<file path="config.mk">
export PLATFORM = sky130hd
export DESIGN_NAME = if_fetch_unit_flat
export DESIGN_NICKNAME = d
export VERILOG_FILES = /design/src/rtl/if_fetch_unit_if.sv /design/src/rtl/if_fetch_unit.sv /design/src/flat_wrapper.sv
export SDC_FILE = /design/constraint.sdc
export NUM_CORES = 1
export LEC_CHECK = 0
export CORE_UTILIZATION = 29
export CTS_BUF_LIST = sky130_fd_sc_hd__clkbuf_4
export DETAILED_ROUTE_END_ITERATION = 10
export PLACE_DENSITY_LB_ADDON = 0.05
export RECOVER_POWER = 50
export SYNTH_ARGS = -nofsm -noshare
export SYNTH_HDL_FRONTEND = slang
export SYNTH_SLANG_ARGS = --single-unit
</file>
<file path="constraint.sdc">
create_clock -name clk -period 3.17 [get_ports clk]
set_input_delay 0.7925 -clock clk [delete_from_list [all_inputs] [get_ports clk]]
set_output_delay 0.7925 -clock clk [all_outputs]
set_load 0.02 [all_outputs]
</file>
<file path="src/rtl/if_fetch_unit_if.sv">
// Instruction-memory request/acknowledge bus between the fetch stage and instruction memory.
interface if_fetch_unit_if;
    logic        imem_req;
    logic [31:0] imem_addr;
    logic        imem_ack;
    logic [31:0] imem_rdata;

    modport master (
        output imem_req,
        output imem_addr,
        input  imem_ack,
        input  imem_rdata
    );

    modport slave (
        input  imem_req,
        input  imem_addr,
        output imem_ack,
        output imem_rdata
    );
endinterface

</file>
<file path="src/rtl/if_fetch_unit.sv">
// Instruction-fetch stage: owns the PC, runs req/ack fetches and buffers one
// instruction for IF/ID, flushing IF/ID whenever no valid instruction is present.
module if_fetch_unit #(
    parameter logic [31:0] RESET_PC = 32'h0000_0000
) (
    input  logic                    clk,
    input  logic                    reset,
    if_fetch_unit_if.master         imem,
    input  logic                    id_write_enable_i,
    input  logic                    redirect_i,
    input  logic [31:0]             redirect_pc_i,
    output logic [31:0]             if_instruction_o,
    output logic [31:0]             if_pc_p4_o,
    output logic                    if_flush_o
);

    typedef enum logic [1:0] {
        FETCH   = 2'd0,
        HOLD    = 2'd1,
        DISCARD = 2'd2
    } state_t;

    localparam logic [31:0] PC_ALIGN_MASK = 32'hFFFF_FFFC;
    localparam logic [31:0] RESET_PC_ALIGNED = RESET_PC & PC_ALIGN_MASK;

    state_t      state_q, state_d;
    logic [31:0] pc_q, pc_d;
    logic [31:0] req_addr_q, req_addr_d;
    logic [31:0] buf_instr_q, buf_instr_d;
    logic [31:0] buf_pc_p4_q, buf_pc_p4_d;

    logic [31:0] redirect_target;
    logic [31:0] req_addr_p4;

    assign redirect_target = redirect_pc_i & PC_ALIGN_MASK;
    assign req_addr_p4     = req_addr_q + 32'd4;

    always_ff @(posedge clk) begin
        if (reset) begin
            state_q     <= FETCH;
            pc_q        <= RESET_PC_ALIGNED;
            req_addr_q  <= RESET_PC_ALIGNED;
            buf_instr_q <= 32'h0;
            buf_pc_p4_q <= 32'h0;
        end else begin
            state_q     <= state_d;
            pc_q        <= pc_d;
            req_addr_q  <= req_addr_d;
            buf_instr_q <= buf_instr_d;
            buf_pc_p4_q <= buf_pc_p4_d;
        end
    end

    always_comb begin
        state_d     = state_q;
        pc_d        = pc_q;
        req_addr_d  = req_addr_q;
        buf_instr_d = buf_instr_q;
        buf_pc_p4_d = buf_pc_p4_q;

        unique case (state_q)
            FETCH: begin
                if (redirect_i) begin
                    pc_d = redirect_target;
                    if (imem.imem_ack) begin
                        req_addr_d = redirect_target;
                    end else begin
                        // Request already on the bus must complete at its old address.
                        state_d = DISCARD;
                    end
                end else if (imem.imem_ack) begin
                    buf_instr_d = imem.imem_rdata;
                    buf_pc_p4_d = req_addr_p4;
                    pc_d        = req_addr_p4;
                    state_d     = HOLD;
                end
            end
            DISCARD: begin
                if (redirect_i) begin
                    pc_d = redirect_target;
                end
                if (imem.imem_ack) begin
                    req_addr_d = redirect_i ? redirect_target : pc_q;
                    state_d    = FETCH;
                end
            end
            HOLD: begin
                if (redirect_i) begin
                    pc_d       = redirect_target;
                    req_addr_d = redirect_target;
                    state_d    = FETCH;
                end else if (id_write_enable_i) begin
                    req_addr_d = pc_q;
                    state_d    = FETCH;
                end
            end
            default: begin
                state_d = FETCH;
            end
        endcase
    end

    // Reset gating keeps the bus idle and IF/ID flushed throughout the reset cycle.
    assign imem.imem_req  = ~reset & (state_q != HOLD);
    assign imem.imem_addr = req_addr_q;

    assign if_flush_o       = reset | (state_q != HOLD) | redirect_i;
    assign if_instruction_o = (~reset && state_q == HOLD) ? buf_instr_q : 32'h0;
    assign if_pc_p4_o       = buf_pc_p4_q;

endmodule

</file>
<file path="src/flat_wrapper.sv">
// flat-port wrapper written by rule: the top's interface ports become plain ports
module if_fetch_unit_flat 
#(
    parameter logic [31:0] RESET_PC = 32'h0000_0000
)
  (clk, reset, id_write_enable_i, redirect_i, redirect_pc_i, if_instruction_o, if_pc_p4_o, if_flush_o, imem_imem_req, imem_imem_addr, imem_imem_ack, imem_imem_rdata);
  if_fetch_unit_if imem_i ();
  input  logic clk;
  input  logic reset;
  input  logic id_write_enable_i;
  input  logic redirect_i;
  input  logic [31:0] redirect_pc_i;
  output logic [31:0] if_instruction_o;
  output logic [31:0] if_pc_p4_o;
  output logic if_flush_o;
  output wire logic [$bits(imem_i.imem_req)-1:0] imem_imem_req;
  output wire logic [$bits(imem_i.imem_addr)-1:0] imem_imem_addr;
  input wire logic [$bits(imem_i.imem_ack)-1:0] imem_imem_ack;
  input wire logic [$bits(imem_i.imem_rdata)-1:0] imem_imem_rdata;
  assign imem_imem_req = imem_i.imem_req;
  assign imem_imem_addr = imem_i.imem_addr;
  assign imem_i.imem_ack = imem_imem_ack;
  assign imem_i.imem_rdata = imem_imem_rdata;
  if_fetch_unit #(.RESET_PC(RESET_PC)) u_core (.clk(clk), .reset(reset), .imem(imem_i), .id_write_enable_i(id_write_enable_i), .redirect_i(redirect_i), .redirect_pc_i(redirect_pc_i), .if_instruction_o(if_instruction_o), .if_pc_p4_o(if_pc_p4_o), .if_flush_o(if_flush_o));
endmodule
</file>
=== Yosys cells after proc, flatten, opt, wreduce, memory -nomap -nowiden ===
Index checks and enable logic that the tools add are counted.

* Flip-flop bits (word level): 130
* Output and inout bits: 98
* Logic and storage cells: 47

* Add/sub/neg operators: 1
* Equality and inequality tests: 9
* Multiplexer cells: 18
* Bitwise logic cells: 5
* Reductions and logical operators: 9

{| class="wikitable"
|+ Operators with widths
! kind !! number
|-
| $mux W32 || 9
|-
| $pmux W32 S3 || 1
|-
| $pmux W32 S2 || 1
|-
| $add A32 B3 Y32 const B || 1
|-
| $mux W2 || 6
|-
| $ne A3 B3 Y1 const B || 3
|-
| $ne A2 B2 Y1 const B || 3
|-
| $pmux W2 S3 || 1
|-
| $reduce_and A5 Y1 || 1
|-
| $reduce_and A4 Y1 || 1
|-
| $reduce_and A3 Y1 || 1
|-
| $reduce_bool A3 Y1 || 1
|-
| $eq A2 B1 Y1 const B || 1
|-
| $eq A2 B2 Y1 const B || 1
|-
| $logic_not A2 Y1 || 1
|-
| $ne A2 B1 Y1 const B || 1
|-
| $not A1 Y1 || 2
|-
| $or A1 B1 Y1 || 2
|-
| $reduce_and A2 Y1 || 1
|-
| $reduce_bool A2 Y1 || 1
|-
| $reduce_or A2 Y1 || 1
|-
| $and A1 B1 Y1 || 1
|-
| $logic_and A1 B1 Y1 || 1
|}

=== Longest topological paths before layout ===
Gate-level depths: netlist of run 1.

* Depth after elaboration: 4
* Gate-level depth with buffers: 9

=== Worst setup path before layout of run 1 ===
OpenSTA, ideal clock, no wires.

* Kind: input to output
* Start: input port reset
* End: output port imem_imem_req
* Data arrival time: 1.753 ns
* Data required time: 2.378 ns
* Path slack: 0.624 ns
* Cell stages on the path: 4
* Path buffers: 3
* Path through: clkbuf_1 clkbuf_1 buf_1 nor2_1

* Word-level cells in the longest chain between the ends: 2

{| class="wikitable"
|+ RTL lines
! what !! RTL line !! text
|-
| start: declaration || flat_wrapper.sv:9 || <nowiki>input logic reset;</nowiki>
|-
| $not A1 Y1 || if_fetch_unit.sv:104 || <nowiki>assign imem.imem_req = ~reset & (state_q != HOLD);</nowiki>
|-
| $and A1 B1 Y1 || if_fetch_unit.sv:104 ||
|-
| end: declaration || flat_wrapper.sv:16 || <nowiki>output wire logic [$bits(imem_i.imem_req)-1:0] imem_imem_req;</nowiki>
|}

No other way between the ends.

=== Final worst setup path of run 1 ===
* Start: input port redirect_i
* End: register u_core.buf_instr_q[9]

* Word-level cells in the longest chain between the ends: 2

{| class="wikitable"
|+ RTL lines
! what !! RTL line !! text
|-
| start: declaration || flat_wrapper.sv:11 || <nowiki>input logic redirect_i;</nowiki>
|-
| $not A1 Y1 (no source line) || -- ||
|-
| $reduce_and A3 Y1 (no source line) || -- ||
|-
| end signal: assignment || if_fetch_unit.sv:49 || <nowiki>buf_instr_q <= buf_instr_d;</nowiki>
|-
| end: declaration || if_fetch_unit.sv:29 || <nowiki>logic [31:0] buf_instr_q, buf_instr_d;</nowiki>
|}

No other way between the ends.
A chain may end at the register's enable or synchronous reset.

==> impl_results.md, run 1 <==
- Post-route core utilization: 40.4%
- Syn_nets: 889
- Period Utilization, post-route: 91.2%
- Pre-antenna DRT Iters: 5
- Finished Cell Area: about 0.0086 mm2
- EDFF count, synth: 0
- Clk pin slew, worst setup/hold paths: approximately 120 ps
- Initial antenna violation count: 1
- Total gr overflow: 0
- Final hold viol count: 0
- Minimum clock period: 2890 ps
- Final Power: approximately 4100 uW
- Placed instance count: between 1k and 1.5k
- Die area: 0.0223 mm2
- Max frequency: 346 MHz
- Commonest non-fill, non-tap cells in the layout: nand2_1, dfxtp_1, clkdlybuf4s50_1
- Final wirelength: 21.8 mm
- Filler cells: 2243
- Area growth syn-to-layout: 36.0%
- Final antenna-violating net count: 0
- Synth top area cells: dfxtp_1, nand2_1, a21oi_1
- First-pass GRT wire length: 33.8 mm
- CTS tree: done
- Syn_area_per_cell: 7.72 um2
- Worst Max-Slew Pin Slew: 1140 ps
- Core area: around 0.021 mm2
- Slew headroom: 23.6%
- Number of global-route vias before repair: 5853
- Clk_skew: approximately 24 ps
- Post-synth ARST share: 0%
- Die Y-Extent: 149 um
- Area after DPL: 0.00833 mm2
- Total Routing Usage GR: between 10% and 20%
- Post-synth top area cell: dfxtp_1
- Number of synthesized register bits: 130
- Status: completed
- Via/cell ratio: about 5.0
- Register Area: roughly 0.0026 mm2
- Layout cells sized above 1: 7.33%
- H-tree levels: 4
- Worst Hold Class: reg2reg
- Slew Limit Fails: 0
- Cells after synthesis: a little over 800
- Final cell count without fillers: 1258
- # IOs: ~170
- Cell row count: 53
- Multi-input logic area: 0.00340 mm2
- PortBufs: 164
- Max-cap violations: 0
- Drt wl/cell: between 15 and 20 um
- Worst vdd ir: 0.166 mV
- GPL Wtd Cong: 0.782
- Cell area power density: 481 mW/mm2
- Bufs on Longest Clock Path: 2
- Starting DRC count in detailed routing: slightly below 400
- Setup Fix Bufs, Post-CTS: 0
- RSZ-0062 raised after global routing: no
- Register area share after synthesis: 41.4%
- Root buffer cell: clkbuf_4
- HPWL after DPL: ~15 mm
- Via count: 6241
- Setup Viol. Count Final: 0
- CTS sink count: 130
- Synth Warn #: 0
- Initial Utilization: 29.7%
- Yosys top cell area share: 41.4%
- Worst-Skew Late Latency: 550 ps
- CP Capture Type: flop
- # DRC: 0
- TNS Setup: 0 ps
- Crit start category: input port
- Cell Area, Synth: 0.00629 mm2
- Netlist cell types: 53
- Crit path kind: in2reg
- Num CTS Buffers: 17
- Largest net degree at the start of global routing: 77
- Die Wd: 149 um
- Leak: 0.00346 uW
- Most common cell after layout, fill and taps aside: nand2_1
- WP data arrival: 3380 ps
- Cts hold-fix bufs: 0
- Predominant post-synthesis flop cell: dfxtp_1
- Crit Path Max Fanout: 32
- Final net count: 1044
- CP Data Required Time: approximately 3700 ps
==> worst max-delay path, cell delays in order <==
cell and delay (ps):
dlygate4sd3_1 640, buf_12 230, nor2b_1 110, nand2_1 650, buf_2 660, nand2_1 120
a21oi_1 150
==> kinds of logic (layout without fill, tap and decap cells) <==
logic type               count (synthesis)  in the layout  share of synthesized area (%)
other                                    0              1                              0
buffers and inverters                   74            241                           4.67
flip-flops                             130            130                           41.4
multiplexers                             6              6                          0.955
XOR/XNOR                                18             18                           2.51
AND/OR/NAND/NOR                        373            373                           27.4
AO/OA/AOI/OAI                          209            209                           22.1
adder cells (fa/ha/maj)                  5              5                          0.994
==> flip-flops by register name (all words and copies together), names as in the netlist <==
| name | cells |
|---|---|
| u_core.pc_q | 32 |
| u_core.buf_instr_q | 32 |
| u_core.if_pc_p4_o | 32 |
| u_core.imem.imem_addr | 32 |
| u_core.state_q | 2 |
==> routing by layer <==
layer  routed length (um)  global-route usage [%]  vias to the layer above
met3                 1020                    3.24                       13
met1                10800                    28.1                     2890
met2                 9710                    30.5                      185
met4                  249                    6.07                        0
li1                     -                       -                     3153
met5                    0                       0                        -
==> through the flow <==
stage          setup slack, ps  hold WS (ps)
6_report                   278           456
3_5_place_dp               107           442
5_1_grt                   88.9           477
3_3_place_gp               130           439
4_1_cts                  0.141           460
2_1_floorplan              624           432
==> Yosys cell counts, drive strengths merged (5+ instances only) <==
master	instances
a211oi	32
a21o	26
a21oi	70
a221oi	6
a22oi	11
and2	39
and3	5
and4	5
buf	7
clkbuf	52
dfxtp	130
ha	5
inv	14
mux2i	6
nand2	168
nand3	10
nand4	11
nor2	87
nor3	24
nor4	11
o21ai	15
o221ai	5
o22ai	12
o31a	10
xnor2	8
xor2	10
==> path summary, 6_finish.rpt <==
kind                               start                         to  slack (ps)  depth (start not counted)
setup / recovery              redirect_i      u_core.buf_instr_q[9]         280                          7
hold / removal    u_core.buf_instr_q[16]     u_core.buf_instr_q[16]         460                          2
setup reg to reg       u_core.state_q[1]  u_core.imem.imem_addr[17]         490                          8
hold reg to reg   u_core.buf_instr_q[16]     u_core.buf_instr_q[16]         460                          2
==> what timing repair did <==
action,in CTS,in global routing
endpoints found under the setup margin,25,8
hold endpoints to repair,0,0
resized for setup,25,8
==> where the power goes <==
part / switching, uW / total (uW) / internal [uW]
logic: 573 / 991 / 418
clock network: 647 / 1220 / 574
registers: 130 / 1900 / 1770
total: 1350 / 4110 / 2760
==> cell type report <==
| type | instances | share of cell area (%) |
|---|---|---|
| multi-input combinational | 611 | 39.7 |
| sequential | 130 | 30.4 |
| timing repair buffer | 195 | 21.7 |
| tap | 275 | 4.02 |
| clock buffer | 21 | 1.84 |
| clock inverter | 10 | 1.59 |
| inverter | 15 | 0.658 |
| antenna | 1 | 0.0292 |
Power figures use the tool's default switching activity.
==> run 2: changes to the inputs <==
--- a/config.mk
+++ b/config.mk
@@ -5,11 +5,14 @@
 export SDC_FILE = /design/constraint.sdc
 export NUM_CORES = 1
 export LEC_CHECK = 0
+export CELL_PAD_IN_SITES_DETAIL_PLACEMENT = 0
+export CELL_PAD_IN_SITES_GLOBAL_PLACEMENT = 2
 export CORE_UTILIZATION = 29
 export CTS_BUF_LIST = sky130_fd_sc_hd__clkbuf_4
 export DETAILED_ROUTE_END_ITERATION = 10
 export PLACE_DENSITY_LB_ADDON = 0.05
 export RECOVER_POWER = 50
+export SKIP_LAST_GASP = 1
 export SYNTH_ARGS = -nofsm -noshare
 export SYNTH_HDL_FRONTEND = slang
 export SYNTH_SLANG_ARGS = --single-unit
==> impl_results.md, run 2 (synthesis gave the netlist of run 1 again) <==
- Final hold viol count: 0 (unchanged)
- HPWL after DPL: 16.0 mm (was 15.1 mm)
- PortBufs: 164 (unchanged)
- First-pass GRT wire length: 34.5 mm (was 33.8 mm)
- Slew Limit Fails: 0 (unchanged)
- Max frequency: 340 MHz (was 346 MHz)
- Final wirelength: 22.4 mm (was 21.8 mm)
- Drt wl/cell: 17.9 um (was 17.3 um)
- Commonest non-fill, non-tap cells in the layout: nand2_1, dfxtp_1, clkdlybuf4s50_1 (unchanged)
- Die Wd: 149 um (unchanged)
- Area growth syn-to-layout: 35.6% (was 36.0%)
- Slew headroom: 35.5% (was 23.6%)
- Period Utilization, post-route: 92.9% (was 91.2%)
- CP Capture Type: output port (was flop)
- Via count: 6398 (was 6241)
- Cell area power density: 492 mW/mm2 (was 481 mW/mm2)
- Cts hold-fix bufs: 0 (unchanged)
- CTS sink count: 130 (unchanged)
- Finished Cell Area: 0.00853 mm2 (was 0.00856 mm2)
- Bufs on Longest Clock Path: 2 (unchanged)
- Crit start category: flop (was input port)
- Crit Path Max Fanout: 33 (was 32)
- Minimum clock period: 2950 ps (was 2890 ps)
- WP buf/inv: 3 (unchanged)
- H-tree levels: 4 (unchanged)
- CP cell instances: inv_1 > ha_2 > nor2b_2 > buf_12 > and2_1 > dlygate4sd2_1 (was dlygate4sd3_1 > buf_12 > nor2b_1 > nand2_1 > buf_2 > nand2_1 > a21oi_1)
- Cell row count: 53 (unchanged)
- RSZ-0062 raised after global routing: no (unchanged)
- Initial antenna violation count: 1 (unchanged)
- Worst stage delay on the critical path: 360 ps (was 660 ps)
- TNS Setup: 0 ps (unchanged)
- Starting DRC count in detailed routing: 386 (was 395)
- Clk pin slew, worst setup/hold paths: 130 ps (was 120 ps)
- Worst-Skew Late Latency: 540 ps (was 550 ps)
- Via/cell ratio: 5.10 (was 4.96)
- Worst Max-Slew Pin Slew: 968 ps (was 1140 ps)
- Crit path kind: reg2out (was in2reg)
- Max-cap violations: 0 (unchanged)
- Final net count: 1038 (was 1044)
- WP data arrival: 2150 ps (was 3380 ps)
- Core area: 0.0212 mm2 (unchanged)
- # IOs: 167 (unchanged)
- GPL Wtd Cong: 0.786 (was 0.782)
- Pre-antenna DRT Iters: 5 (unchanged)
- Setup Viol. Count Final: 0 (unchanged)
- Layout cells sized above 1: 7.37% (was 7.33%)
- Clk_skew: 24.0 ps (was 24.1 ps)
- CP Data Required Time: 2380 ps (was 3650 ps)
- Worst Hold Class: reg2reg (unchanged)
- Total gr overflow: 0 (unchanged)
- Status: completed (unchanged)
- Leak: 0.00336 uW (was 0.00346 uW)
- Final antenna-violating net count: 0 (unchanged)
- Worst vdd ir: 0.211 mV (was 0.166 mV)
- Area after DPL: 0.00827 mm2 (was 0.00833 mm2)
- Number of global-route vias before repair: 5964 (was 5853)
- Largest net degree at the start of global routing: 133 (was 77)
- Initial Utilization: 29.7% (unchanged)
- Num CTS Buffers: 17 (unchanged)
- Root buffer cell: clkbuf_4 (unchanged)
- # DRC: 0 (unchanged)
- CP max-delay cell: dfxtp_1 (was buf_2)
- Die area: 0.0223 mm2 (unchanged)
- Most common cell after layout, fill and taps aside: nand2_1 (unchanged)
- Total Routing Usage GR: 20.4% (was 19.8%)
- Crit path max-delay family: buffers and inverters (unchanged)
- Die Y-Extent: 149 um (unchanged)
- CTS tree: done (unchanged)
run 2: through the flow:
step                power [uW]  utilization (%)  instances  setup WS (ps)  hold WS [ps]
floorplan                 2480                -        815            624           432
global placement          2950             39.1       1220            270           437
detailed placement        2970             39.1       1220            243           442
CTS                       4280             40.4       1252            157           458
global route              4430             40.3       1254           67.4           476
finish                    4200             40.3       1254            225           456
run 2: timing repair:
| item | 4_1_cts | 5_1_grt |
|---|---|---|
| hold endpoints to repair | 0 | 0 |
| setup endpoints to repair | 33 | 0 |
| setup buffers | 0 | 0 |
| gates resized for setup | 35 | 0 |
run 2: path summary, 6_finish.rpt:
kind / depth (start not counted) / slack, ps / startpoint / to
worst max-delay path: 6 / 220 / u_core.state_q[1] / if_instruction_o[16]
worst min-delay path: 2 / 460 / u_core.buf_instr_q[13] / u_core.buf_instr_q[13]
worst max register to register: 7 / 620 / u_core.state_q[1] / u_core.pc_q[31]
worst min register to register: 2 / 460 / u_core.buf_instr_q[13] / u_core.buf_instr_q[13]
run 2: worst reg2reg max path: stages, from the launching register on:
cell	delay (ps)
dfxtp_1	400
inv_1	100
ha_1	570
nor2b_1	130
o22ai_1	680
buf_4	300
a22oi_1	100
o22ai_1	190
run 2: final cells by class:
cell class                      instances  area (um2)
Tap cell                              275         344
Clock buffer                           22         165
Timing Repair Buffer                  189        1800
Antenna cell                            2        5.00
Fill cell                            2223       12600
Inverter                               15        56.3
Sequential cell                       130        2600
Multi-Input combinational cell        611        3400
Clock inverter                         10         159
run 2: power breakdown:
| group | internal (uW) | leakage (uW) | total, uW | switching [uW] |
|---|---|---|---|---|
| logic | 416 | 0.00212 | 998 | 583 |
| registers | 1770 | 0.00107 | 1910 | 142 |
| clock network | 667 | 0.000174 | 1280 | 617 |
run 2: routing by layer:
layer / global-route usage (%) / wire length [um]
met1: 28.6 / 10900
met2: 31.1 / 9710
met3: 3.33 / 1240
met4: 8.11 / 527
met5: 0 / 0
